===== src/rtl/down_counter_timer.sv =====
// Loadable down counter / timer with terminal-count pulse.
// Counts a loaded value toward zero on enabled clocks; one-shot mode stops
// in DONE with a sticky done flag, auto-reload mode restarts from the
// reload register to produce a periodic tick.
module down_counter_timer #(
  parameter int WIDTH = 4
) (
  input  logic             clk,
  input  logic             rst,
  input  logic             load,
  input  logic [WIDTH-1:0] load_val,
  input  logic             start,
  input  logic             stop,
  input  logic             en,
  input  logic             auto_reload,
  output logic [WIDTH-1:0] cnt,
  output logic             busy,
  output logic             tc,
  output logic             done
);

  typedef enum logic [1:0] {
    S_IDLE = 2'd0,
    S_RUN  = 2'd1,
    S_DONE = 2'd2
  } state_t;

  localparam logic [WIDTH-1:0] ONE  = {{(WIDTH-1){1'b0}}, 1'b1};
  localparam logic [WIDTH-1:0] ZERO = '0;

  state_t           state_q, state_d;
  logic [WIDTH-1:0] cnt_q, cnt_d;
  logic [WIDTH-1:0] rld_q, rld_d;
  logic             tc_q, tc_d;
  logic             done_q, done_d;

  // State and datapath registers, cleared asynchronously.
  always_ff @(posedge clk or posedge rst) begin
    if (rst) begin
      state_q <= S_IDLE;
      cnt_q   <= ZERO;
      rld_q   <= ZERO;
      tc_q    <= 1'b0;
      done_q  <= 1'b0;
    end else begin
      state_q <= state_d;
      cnt_q   <= cnt_d;
      rld_q   <= rld_d;
      tc_q    <= tc_d;
      done_q  <= done_d;
    end
  end

  // Next-state logic; event priority is load > stop > start > count.
  always_comb begin
    state_d = state_q;
    cnt_d   = cnt_q;
    rld_d   = rld_q;
    tc_d    = 1'b0;
    done_d  = done_q;

    if (load) begin
      cnt_d   = load_val;
      rld_d   = load_val;
      state_d = S_IDLE;
      done_d  = 1'b0;
    end else if (stop) begin
      // Stop pauses a running count and also masks a coincident start.
      if (state_q == S_RUN) begin
        state_d = S_IDLE;
      end
    end else if (start && (state_q != S_RUN)) begin
      // A zero count cannot be started: nothing to count down.
      if (cnt_q != ZERO) begin
        state_d = S_RUN;
        done_d  = 1'b0;
      end
    end else if ((state_q == S_RUN) && en) begin
      if (cnt_q > ONE) begin
        cnt_d = cnt_q - ONE;
      end else if (cnt_q == ONE) begin
        tc_d = 1'b1;
        if (auto_reload) begin
          // Reload instead of showing 0, so the period is rld enabled cycles.
          cnt_d = rld_q;
        end else begin
          cnt_d   = ZERO;
          done_d  = 1'b1;
          state_d = S_DONE;
        end
      end
    end
  end

  assign cnt  = cnt_q;
  assign busy = (state_q == S_RUN);
  assign tc   = tc_q;
  assign done = done_q;

endmodule


===== config.mk =====
export PLATFORM = sky130hd
export DESIGN_NAME = down_counter_timer
export DESIGN_NICKNAME = d
export VERILOG_FILES = /design/src/rtl/down_counter_timer.sv
export SDC_FILE = /design/constraint.sdc
export NUM_CORES = 1
export LEC_CHECK = 0
export ABC_AREA = 1
export CAP_MARGIN = 5
export CORE_ASPECT_RATIO = 0.75
export CORE_UTILIZATION = 30
export CTS_CLUSTER_SIZE = 25
export DETAILED_ROUTE_END_ITERATION = 16
export PLACE_DENSITY_LB_ADDON = 0.1
export SETUP_SLACK_MARGIN = 0.15
export SLEW_MARGIN = 20
export SYNTH_ARGS = -nofsm -noshare
export SYNTH_HDL_FRONTEND = slang
export SYNTH_SLANG_ARGS = --single-unit

===== constraint.sdc =====
create_clock -name clk -period 1.8 [get_ports clk]
set_clock_uncertainty 0.15 [all_clocks]
set_input_delay 0.27 -clock clk [delete_from_list [all_inputs] [get_ports clk]]
set_output_delay 0.27 -clock clk [all_outputs]
set_load 0.005 [all_outputs]

==> results.py <==
metrics = {
    "setup_path": {
        "path_max_fanout": 5,
        "crit_chain": "clkdlybuf4s50_1",
        "critPathLaunchType": "flip-flop",
        "critPathSlowestCell": "clkdlybuf4s50_1",
        "crit_family": "buffers and inverters",
        "crit_arrival_ps": 1190,
        "max_stage_delay_ps": 520,
        "critPathRequiredTime_ps": 1380,
        "cp_num_buf_inv": 1,
        "endpoint_kind": "output pin",
        "timing.setup.critical_path_class": "flip-flop to output pin",
    },
    "die": {
        "start_util_pct": 32.0,
        "fp.dieW_um": 63.1,
        "rows": 16,
        "core_mm2": 0.00262,
        "die-area_mm2": 0.00302,
        "num_io_pins": 18,
        "die_y_um": 47.8,
    },
    "synth": {
        "yosysTopAreaCell": "dfrtp_1",
        "ys_types": 24,
        "postSynthAreaPerCell_um2": 7.06,
        "synthTopCellsByArea": "dfrtp_1 (36%), nand2_1 (19%), nand3_1 (6.0%)",
        "synth_warnings": 0,
        "synth-seq-cells": 12,
        "seq_area_frac_synth_pct": 35.8,
        "synth_top_cell_area_share_pct": 35.8,
        "syn_inst": 119,
        "syn_nets": 132,
        "synth.cell_area_um2": 840,
    },
    "sta": {
        "hold_viol": 0,
        "post-route-period-util_pct": 89.3,
        "setup_viol": 0,
        "max_freq_mhz": 622,
        "worst_pin_slew_ps": 512,
        "rsz0062_at_grt": "no",
        "setup_tns_ps": 0,
        "maxSlewViolCount": 0,
        "period_minus_slack_ps": 1610,
        "max_slew_margin_pct": 65.9,
    },
    "global_route": {
        "grt_pass1_wl_um": 3280,
        "antenna_found_initial": 0,
        "track_usage_pct": 15.0,
        "grt-ovfl-total": 0,
        "grt_max_degree": 13,
        "grt_pass1_vias": 718,
    },
    "placed_design": {
        "dp_hpwl_um": 1470,
        "port_buffers": 17,
        "gp_routability_congestion": 0.720,
    },
    "detailed_routing": {
        "vias": 794,
        "wirelength_um": 1940,
        "drtIter0Drc": 20,
        "dr.pass1.iters": 4,
        "ant_nets": 0,
        "wire_per_inst_um": 10.6,
        "post-route-drc-count": 0,
        "via_per_inst": 4.34,
    },
    "clock_tree": {
        "cts_num_sinks": 12,
        "cts_hold_buf": 0,
        "cts_buffers": 3,
        "cts.path.max_buffers": 2,
        "cts_max_level": 1,
        "clk_latency_ps": 240,
        "cts_tree": "built",
        "clkTransAtPathRegs_ps": 60,
        "root_buffer": "clkbuf_8",
    },
    "run": {
        "maxCapViolations": 0,
    },
    "power_and_ir_drop": {
        "power_leakage_uw": 0.000591,
        "ir_worst_vdd_uv": 524,
        "total_power_uw": 1170,
        "power.density_mw_per_mm2": 989,
    },
    "run_status": {
        "run_status": "finished clean",
    },
    "cells_and_area": {
        "register_area_um2": 304,
        "nNetsFinal": 161,
        "fillers": 283,
        "diodes": 0,
        "multi_input_area_um2": 478,
        "syn2layout_area_growth_pct": 41.3,
        "layout-drive-gt1-share_pct": 28.6,
    },
    "worst_hold_path": {
        "hold_class": "input pin to async pin",
    },
}
[kinds of logic (layout without fill, tap and decap cells)]
group	count (synthesis)	after routing	synth area share, %
simple gates	79	79	44.3
fa+ha+maj	2	2	2.98
flops	12	12	35.8
compound gates	6	6	5.66
xor+xnor	1	1	1.04
buf+inv	19	47	10.3
[where the power goes]
part / internal (µW) / switching (µW)
combinational: 250 / 258
sequential: 313 / 52.9
clock: 193 / 105
total: 757 / 416
[synthesized netlist by cell type (all sizes together)]
cell / instances
clkinv: 1
buf: 2
ha: 2
nand3b: 1
a21boi: 1
inv: 16
dfrtp: 12
o21ai: 3
a21oi: 2
nand3: 13
nor2: 12
nor3: 2
xor2: 1
nand4: 1
nand2: 50
[placed cells by master (no fill, tap or decap), types with 2 or more instances in the layout]
| cell type | synthesis | routed |
|---|---|---|
| inv_1 | 12 | 10 |
| inv_2 | 3 | 5 |
| dfrtp_2 | 0 | 3 |
| nor2_2 | 1 | 2 |
| nand3_1 | 10 | 10 |
| clkdlybuf4s50_1 | 0 | 16 |
| nor3_1 | 2 | 2 |
| clkbuf_8 | 0 | 4 |
| nor2_1 | 10 | 9 |
| buf_4 | 1 | 9 |
| nand2_2 | 7 | 7 |
| nand2_1 | 43 | 43 |
| dfrtp_1 | 12 | 9 |
| nand3_2 | 2 | 2 |
| a21oi_2 | 2 | 2 |
[repair_timing]
item | 4_1_cts | 5_1_grt
resized for setup | 6 | 5
endpoints found under the setup margin | 4 | 8
pin swaps | 0 | 2
setup buffers | 2 | 2
[metrics by stage]
step | instances | setup WS (ps) | hold slack (ps) | utilization (%) | area [µm²]
2_1_floorplan | 119 | 280 | -15.3 | - | 840
3_3_place_gp | 175 | 98.0 | 304 | 40.9 | 1070
3_5_place_dp | 175 | 60.3 | 307 | 40.9 | 1070
4_1_cts | 181 | 155 | 218 | 44.1 | 1160
5_1_grt | 183 | 140 | 236 | 45.2 | 1190
6_report | 183 | 193 | 200 | 45.2 | 1190
[per-layer routing]
layer	track usage (%)	wire length, µm	vias to the layer above
met5	0	0	-
met3	5.00	97	2
met2	23.7	823	22
met4	4.19	11	0
li1	-	-	423
met1	20.0	1010	347
[area by class of cell]
cell class,count,share of cell area (%)
clock buffer,4,4.64
inverter,17,5.70
multi-input combinational,88,40.3
sequential,12,25.6
tap,36,3.80
timing repair buffer,26,19.9
[worst paths after layout]
check,from,endpoint,slack (ps),depth (start not counted)
worst max-delay path,cnt[2],cnt[2],190,1
worst min-delay path,rst,state_q[1],200,2
worst max register to register,cnt[0],cnt[3],260,10
worst min register to register,rld_q[3],rld_q[3],310,2
max in group asynchronous,rst,cnt[3],920,2
min in group clk,rld_q[3],rld_q[3],310,2
[registers in the layout, indices dropped and copies added (netlist names)]
signal   cells
cnt          4
done         1
rld_q        4
state_q      2
tc           1
Power figures use the tool's default switching activity.
